[src/rtl/mc_pkg.sv]
// mc_pkg: shared types and constants for the multicycle MIPS controller.
//   state_t  - controller FSM states
//   aluop_t  - ALU operation class handed from the FSM to the ALU decoder
//   OP_*     - supported opcodes (instr[31:26])
//   FN_*     - supported R-type function codes (instr[5:0])
//   ALU_*    - 3-bit ALU function codes driven on alucontrol
package mc_pkg;

    typedef enum logic [3:0] {
        S_FETCH,
        S_DECODE,
        S_MEMADR,
        S_MEMRD,
        S_MEMWB,
        S_MEMWR,
        S_RTYPEEX,
        S_RTYPEWB,
        S_BEQEX,
        S_ADDIEX,
        S_ADDIWB,
        S_JEX
    } state_t;

    typedef enum logic [1:0] {
        ALUOP_ADD   = 2'b00,
        ALUOP_SUB   = 2'b01,
        ALUOP_FUNCT = 2'b10
    } aluop_t;

    localparam logic [5:0] OP_LW    = 6'b100011;
    localparam logic [5:0] OP_SW    = 6'b101011;
    localparam logic [5:0] OP_RTYPE = 6'b000000;
    localparam logic [5:0] OP_BEQ   = 6'b000100;
    localparam logic [5:0] OP_BNE   = 6'b000101;
    localparam logic [5:0] OP_ADDI  = 6'b001000;
    localparam logic [5:0] OP_J     = 6'b000010;

    localparam logic [5:0] FN_ADD = 6'b100000;
    localparam logic [5:0] FN_SUB = 6'b100010;
    localparam logic [5:0] FN_AND = 6'b100100;
    localparam logic [5:0] FN_OR  = 6'b100101;
    localparam logic [5:0] FN_SLT = 6'b101010;

    localparam logic [2:0] ALU_ADD = 3'b010;
    localparam logic [2:0] ALU_SUB = 3'b110;
    localparam logic [2:0] ALU_AND = 3'b000;
    localparam logic [2:0] ALU_OR  = 3'b001;
    localparam logic [2:0] ALU_SLT = 3'b111;

endpackage

[src/rtl/mc_controller_alu_decoder.sv]
// alu_decoder: combinational translation of the FSM's ALU operation class
// and the instruction funct field into the ALU function code.
//   aluop      in  [1:0] 00 add, 01 sub, 10 decode funct
//   funct      in  [5:0] instr[5:0]
//   alucontrol out [2:0] ALU f code
module alu_decoder
    import mc_pkg::*;
(
    input  logic [1:0] aluop,
    input  logic [5:0] funct,
    output logic [2:0] alucontrol
);

    // Unknown funct codes fall back to add so the instruction still
    // completes its writeback with a defined result.
    always_comb begin
        alucontrol = ALU_ADD;
        case (aluop)
            ALUOP_SUB:   alucontrol = ALU_SUB;
            ALUOP_FUNCT: begin
                case (funct)
                    FN_SUB:  alucontrol = ALU_SUB;
                    FN_AND:  alucontrol = ALU_AND;
                    FN_OR:   alucontrol = ALU_OR;
                    FN_SLT:  alucontrol = ALU_SLT;
                    default: alucontrol = ALU_ADD;
                endcase
            end
            default:     alucontrol = ALU_ADD;
        endcase
    end

endmodule

[src/rtl/mc_controller.sv]
// mc_controller: multicycle MIPS control unit. Sequences fetch, decode,
// execute, memory and writeback, and drives all datapath enables.
//   clk, reset_n        clock, asynchronous active-low reset
//   op, funct           instruction fields from the instruction register
//   zero                ALU zero flag, used for branch decisions
//   alucontrol          ALU function code
//   alusrca, alusrcb    ALU operand selects
//   pcsrc, pcen         next-PC select and PC enable
//   iord, memwrite      memory address select and write strobe
//   irwrite             instruction register load
//   regdst, memtoreg    register file write address / data selects
//   regwrite            register file write
//   illegal_op          one-cycle pulse in DECODE for an unsupported opcode
module mc_controller
    import mc_pkg::*;
#(
    parameter bit ENABLE_BNE = 1'b1
) (
    input  logic       clk,
    input  logic       reset_n,
    input  logic [5:0] op,
    input  logic [5:0] funct,
    input  logic       zero,
    output logic [2:0] alucontrol,
    output logic       alusrca,
    output logic [1:0] alusrcb,
    output logic [1:0] pcsrc,
    output logic       pcen,
    output logic       iord,
    output logic       memwrite,
    output logic       irwrite,
    output logic       regdst,
    output logic       memtoreg,
    output logic       regwrite,
    output logic       illegal_op
);

    state_t state, next_state;
    aluop_t aluop;

    logic pcwrite, branch;
    logic irwrite_s, memwrite_s, regwrite_s, illegal_s;

    // NOTE: sequential state uses non-blocking assignment so every flop
    // samples the pre-edge value regardless of block ordering.
    always_ff @(posedge clk or negedge reset_n) begin
        if (!reset_n) state <= S_FETCH;
        else          state <= next_state;
    end

    // NOTE: every output of this block gets a default first, so no path
    // through the case can leave a signal unassigned and infer a latch.
    always_comb begin
        next_state = S_FETCH;
        aluop      = ALUOP_ADD;
        alusrca    = 1'b0;
        alusrcb    = 2'b00;
        pcsrc      = 2'b00;
        pcwrite    = 1'b0;
        branch     = 1'b0;
        iord       = 1'b0;
        irwrite_s  = 1'b0;
        memwrite_s = 1'b0;
        regwrite_s = 1'b0;
        regdst     = 1'b0;
        memtoreg   = 1'b0;
        illegal_s  = 1'b0;

        case (state)
            S_FETCH: begin
                irwrite_s  = 1'b1;
                alusrcb    = 2'b01;
                pcwrite    = 1'b1;
                next_state = S_DECODE;
            end
            S_DECODE: begin
                // Precompute the branch target into ALUOut.
                alusrcb = 2'b11;
                case (op)
                    OP_LW, OP_SW: next_state = S_MEMADR;
                    OP_RTYPE:     next_state = S_RTYPEEX;
                    OP_BEQ:       next_state = S_BEQEX;
                    OP_BNE: begin
                        if (ENABLE_BNE) next_state = S_BEQEX;
                        else            illegal_s  = 1'b1;
                    end
                    OP_ADDI:      next_state = S_ADDIEX;
                    OP_J:         next_state = S_JEX;
                    default:      illegal_s  = 1'b1;
                endcase
            end
            S_MEMADR: begin
                alusrca    = 1'b1;
                alusrcb    = 2'b10;
                next_state = (op == OP_LW) ? S_MEMRD : S_MEMWR;
            end
            S_MEMRD: begin
                iord       = 1'b1;
                next_state = S_MEMWB;
            end
            S_MEMWB: begin
                memtoreg   = 1'b1;
                regwrite_s = 1'b1;
            end
            S_MEMWR: begin
                iord       = 1'b1;
                memwrite_s = 1'b1;
            end
            S_RTYPEEX: begin
                alusrca    = 1'b1;
                aluop      = ALUOP_FUNCT;
                next_state = S_RTYPEWB;
            end
            S_RTYPEWB: begin
                regdst     = 1'b1;
                regwrite_s = 1'b1;
            end
            S_BEQEX: begin
                alusrca = 1'b1;
                aluop   = ALUOP_SUB;
                pcsrc   = 2'b01;
                branch  = 1'b1;
            end
            S_ADDIEX: begin
                alusrca    = 1'b1;
                alusrcb    = 2'b10;
                next_state = S_ADDIWB;
            end
            S_ADDIWB: begin
                regwrite_s = 1'b1;
            end
            S_JEX: begin
                pcsrc   = 2'b10;
                pcwrite = 1'b1;
            end
            default: next_state = S_FETCH;
        endcase
    end

    // Branch is taken on equal for beq and on not-equal for bne; both
    // share BEQEX, so the opcode selects the sense of the zero flag.
    logic bne;
    assign bne = (op == OP_BNE);

    // State-changing strobes are gated by reset_n directly: the state
    // register already reads FETCH during reset, and FETCH would otherwise
    // load the IR and advance the PC while reset is held.
    assign irwrite    = reset_n & irwrite_s;
    assign memwrite   = reset_n & memwrite_s;
    assign regwrite   = reset_n & regwrite_s;
    assign illegal_op = reset_n & illegal_s;
    assign pcen       = reset_n & (pcwrite | (branch & (zero ^ bne)));

    alu_decoder u_alu_decoder (
        .aluop      (aluop),
        .funct      (funct),
        .alucontrol (alucontrol)
    );

endmodule

[config.mk]
export PLATFORM = sky130hd
export DESIGN_NAME = mc_controller
export DESIGN_NICKNAME = d
export VERILOG_FILES = /design/src/rtl/mc_pkg.sv /design/src/rtl/mc_controller_alu_decoder.sv /design/src/rtl/mc_controller.sv
export SDC_FILE = /design/constraint.sdc
export NUM_CORES = 1
export LEC_CHECK = 0
export CAP_MARGIN = 10
export CORE_MARGIN = 2
export CORE_UTILIZATION = 40
export CTS_BUF_LIST = sky130_fd_sc_hd__clkbuf_4
export DETAILED_ROUTE_END_ITERATION = 12
export MAX_ROUTING_LAYER = met4
export PLACE_DENSITY = 0.82
export SETUP_SLACK_MARGIN = 0.4
export SYNTH_ARGS = -nofsm -noshare
export SYNTH_HDL_FRONTEND = slang
export SYNTH_SLANG_ARGS = --single-unit
[constraint.sdc]
create_clock -name clk -period 2.4 [get_ports clk]
set_input_delay 0.48 -clock clk [delete_from_list [all_inputs] [get_ports clk]]
set_output_delay 0.48 -clock clk [all_outputs]
set_load 0.01 [all_outputs]
==> run_results.csv, run 1 <==
group,metric,value,unit
placed_design,dp_slack,-0.373,ns
logic_synthesis,synth_area,576,um^2
logic_synthesis,synth-seq-cells,4,
timing,postGrtWorstEndpoint,"alucontrol[2]",
floorplan,num_io_pins,31,
clock_network,root_buffer,"clkbuf_4",
logic_synthesis,synth_edf_count,0,
logic_synthesis,synth_xor_area_frac,0.0304,
logic_synthesis,syn-mean-instance-area,7.19,um^2
floorplan,row_count,13,
clock_network,numCtsBuffers,3,
logic_synthesis,synth-seq-area-share,0.174,
logic_synthesis,syn-num-nets,97,
placed_design,dp_hpwl,1.77,mm
status,status,"aborted with a tool error",
logic_synthesis,synth.most_common_cell,"nor2_1",
logic_synthesis,synth_fa_ha_area_frac,0.0435,
timing,endpoint_type,"output port",
clock_network,clock_sinks,4,
placed_design,port_buffers,30,
logic_synthesis,synthMuxAreaShare,0,
status,stop_stage,"global routing",
status,error,"[ERROR DPL-0038] Utilization greater than 100%, impossible to legalize",
clock_network,cts_max_level,1,
logic_synthesis,synthCells,80,
placed_design,dpl-instance-area,0.00111,mm^2
logic_synthesis,async_flop_share,1.00,
placed_design,gp_congestion,0.825,
floorplan,die_h,41.9,um
logic_synthesis,ys.flop_type,"dfrtp_1",
floorplan,chipWidth,41.9,um
clock_network,clockBufferDepth,2,
floorplan,start_util,0.437,
logic_synthesis,synth_top_family_by_area,"simple AND/OR/NAND/NOR gates",
logic_synthesis,netlist_top_cells_area,"dfrtp_1 (17%), nor2_1 (5.9%), nor3_1 (5.2%)",
logic_synthesis,synthDistinctLibCells,34,
logic_synthesis,yosysWarningCount,0,
logic_synthesis,synth_top_area_share,0.174,
logic_synthesis,yosys-top-cells-count,"nor2_1 (9), nand2_1 (6), nor3_1 (6)",
global_routing,grt_max_degree,10,
logic_synthesis,synth-simple-area-share,0.424,
logic_synthesis,synth-compound-area-share,0.276,
logic_synthesis,yosysTopAreaCell,"dfrtp_1",
## cell families after synthesis
logic type      Yosys count
compound gates           21
xor+xnor                  2
fa+ha+maj                 2
simple gates             43
flops                     4
buf+inv                   8
## repair_timing
action                     4_1_cts
buffers inserted                 4
setup endpoints to repair       17
pin swaps                       10
gates cloned                     1
hold buffers                     0
resized for setup               87
## per-stage QoR
step	cells	hold slack, ns	util
4_1_cts	156	0.380	0.956
2_1_floorplan	80	0.184	-
3_3_place_gp	148	0.618	0.846
3_5_place_dp	148	0.644	0.846
==> run 2, diff against run 1 <==
CORE_AREA = 2 2 63 65   (was not set)
CORE_MARGIN = not set   (was 2)
CORE_UTILIZATION = not set   (was 40)
CTS_BUF_LIST = not set   (was sky130_fd_sc_hd__clkbuf_4)
DIE_AREA = 0 0 65 67   (was not set)
MAX_ROUTING_LAYER = not set   (was met4)
PLACE_DENSITY = not set   (was 0.82)
PLACE_DENSITY_LB_ADDON = 0.15   (was not set)
SETUP_SLACK_MARGIN = not set   (was 0.4)
==> run_results.csv, run 2 <==
group,metric,value,unit
logic_synthesis,syn-num-nets,97,
timing,finalSetupViolations,0,
global_routing,grt_pass1_vias,832,
pwr,finalPower,0.663,mW
routing,wl,2.16,mm
timing,hold_viol_final,0,
pwr,peakVddDrop,0.000243,V
global_routing,antenna_found_initial,0,
timing,max_slew_margin,0.771,
logic_synthesis,yosys-top-cells-count,"nor2_1 (9), nand2_1 (6), nor3_1 (6)",
logic_synthesis,synthCells,80,
routing,first_iter_violations,25,
floorplan,row_count,22,
critical_path,cpPeakStageDelay,0.52,ns
timing,min_period,2.37,ns
floorplan,coreArea,0.00361,mm^2
final_layout,largest_register_ffs,4,
clock_network,clockBufferDepth,2,
timing,rsz0062_at_grt,"yes",
logic_synthesis,syn-mean-instance-area,7.19,um^2
logic_synthesis,synth_edf_count,0,
critical_path,worst_setup_path_start_kind,"primary input",
routing,drc,0,
critical_path,crit_family,"buffers and inverters",
routing,vias_per_cell,4.30,
global_routing,met3_usage,0.0253,
placed_design,gp_congestion,0.806,
timing,fmax,421,MHz
final_layout,stdcell_count,190,
clock_network,root_buffer,"clkbuf_8",
global_routing,globalRoute.busiestLayer,"met2",
floorplan,chipWidth,65,um
clock_network,clock_sinks,4,
critical_path,path_max_fanout,4,
final_layout,fillers,400,
placed_design,place_inst,182,
placed_design,dpl-instance-area,0.00113,mm^2
timing,fin_worst_skew,0.00432,ns
final_layout,multi_input_area,528,um^2
floorplan,num_io_pins,31,
critical_path,crit_type,"in -> out",
pwr,p_per_area,527,mW/mm^2
routing,firstDrtPassIters,2,
timing,timing.hold.ws,0.620,ns
global_routing,grt_max_degree,13,
floorplan,start_util,0.160,
final_layout,fin_area,0.00126,mm^2
placed_design,dp_hpwl,1.71,mm
critical_path,critPathBufInv,3,
critical_path,critPathArrivalTime,1.89,ns
logic_synthesis,ys.flop_type,"dfrtp_1",
critical_path,required,1.92,ns
status,status,"finished clean",
timing,drv_slew,0,
logic_synthesis,synth-seq-area-share,0.174,
final_layout,top_register,"state",
clock_network,clock_latency,0.21,ns
routing,vias,817,
clock_network,cts_tree,"built",
logic_synthesis,netlist_top_cells_area,"dfrtp_1 (17%), nor2_1 (5.9%), nor3_1 (5.2%)",
final_layout,seq_area,100,um^2
worst_hold_path,hp-class,"reg -> reg",
placed_design,port_buffers,30,
final_layout,biggestRegsByFlops,"state x4",
final_layout,finalCoreUtilization,0.349,
clock_network,cts_max_level,1,
final_layout,syn2layout_area_growth,118,%
final_layout,num_antenna_cells,0,
global_routing,grt_pass1_wl,3.69,mm
floorplan,die_h,67,um
timing,worst_pin_slew,0.335,ns
routing,wl_per_cell,11.4,um
logic_synthesis,yosysWarningCount,0,
logic_synthesis,synthDistinctLibCells,34,
global_routing,grt-ovfl-total,0,
logic_synthesis,synth_top_area_share,0.174,
logic_synthesis,synth_area,576,um^2
logic_synthesis,synth-seq-cells,4,
timing,fin_ws,0.0265,ns
global_routing,use_met2,0.201,
timing,setup_tns,0,ns
final_layout,mostFrequentLayoutCell,"buf_4",
pwr,p_leak,0.572,nW
logic_synthesis,synth.most_common_cell,"nor2_1",
clock_network,numCtsBuffers,3,
critical_path,crit_chain,"clkdlybuf4s50_1 -> nor2_1 -> buf_4 -> and3_2 -> a211o_1 -> clkdlybuf4s15_2",
global_routing,grt_use_met1,0.127,
routing,ant_nets,0,
final_layout,final_cell_mix,"buf_4 (33), clkdlybuf4s50_1 (15), nor2_1 (9), dlygate4sd2_1 (9)",
clock_network,cts_hold_buf,0,
logic_synthesis,yosysTopAreaCell,"dfrtp_1",
final_layout,fin_nets,161,
clock_network,clkTransAtPathRegs,0.03,ns
critical_path,slowest_stage,"clkdlybuf4s50_1",
critical_path,cp-end-kind,"primary output",
run,cap_violations,0,
logic_synthesis,async_flop_share,1.00,
timing,finalCritPeriodShare,0.989,
final_layout,drive_above_1_share,0.415,
placed_design,dp_slack,-0.386,ns
floorplan,dieArea,0.00436,mm^2
global_routing,globalRouteTotalUtil,0.109,
-- run 2: cell counts after synthesis --
No cell type changed its count.
-- run 2: kinds of logic (layout without fill, tap and decap cells) --
kind of cell / count (synthesis) / in the layout / share of synthesized area
simple gates: 43 / 43 / 0.424
fa+ha+maj: 2 / 2 / 0.0435
compound gates: 21 / 21 / 0.276
buf+inv: 8 / 70 / 0.0522
flops: 4 / 4 / 0.174
xor+xnor: 2 / 2 / 0.0304
-- run 2: final timing paths --
path	start	to	slack (ns)	depth (start not counted)
worst max register to register	state[1]	state[0]	0.92	5
min in group asynchronous	reset_n	state[1]	0.69	3
max in group asynchronous	reset_n	state[2]	1.59	3
worst min register to register	state[3]	state[0]	0.62	2
worst min-delay path	state[3]	state[0]	0.62	2
worst max-delay path	op[5]	pcen	0.03	6
-- run 2: area by class of cell --
class / count / share of cell area
repair buffers: 63 / 0.408
clock buffers: 3 / 0.0328
flip-flops and latches: 4 / 0.0796
well taps: 48 / 0.0478
multi-input cells: 68 / 0.420
inverters: 4 / 0.0119
-- run 2: repair_timing --
| action | 4_1_cts | 5_1_grt |
|---|---|---|
| pin swaps | 3 | 2 |
| setup buffers | 4 | 1 |
| endpoints found under the setup margin | 10 | 4 |
| resized for setup | 38 | 8 |
-- run 2: power by group --
part           internal, mW  switching (mW)
combinational         0.235           0.189
sequential           0.0833          0.0184
clock                 0.107          0.0303
total                 0.425           0.238
-- run 2: worst reg2reg max path, stage by stage (launching register included) --
cell and delay, ns:
dfrtp_1 0.38, buf_4 0.14, buf_4 0.12, buf_4 0.13, or3_1 0.38, a221oi_2 0.22
-- run 2: routing by layer --
layer  vias up  part of all wire
li1        426                 -
met2        20              0.51
met5         -                 0
met3         2             0.037
met1       369              0.44
met4         0            0.0088
No activity file was read; power rests on OpenSTA's default activity.
==> run 3, diff against run 2 <==
SLEW_MARGIN = 20   (was not set)
==> results of run 3 <==
Final layout, timing and power as in run 2 (identical DEF).
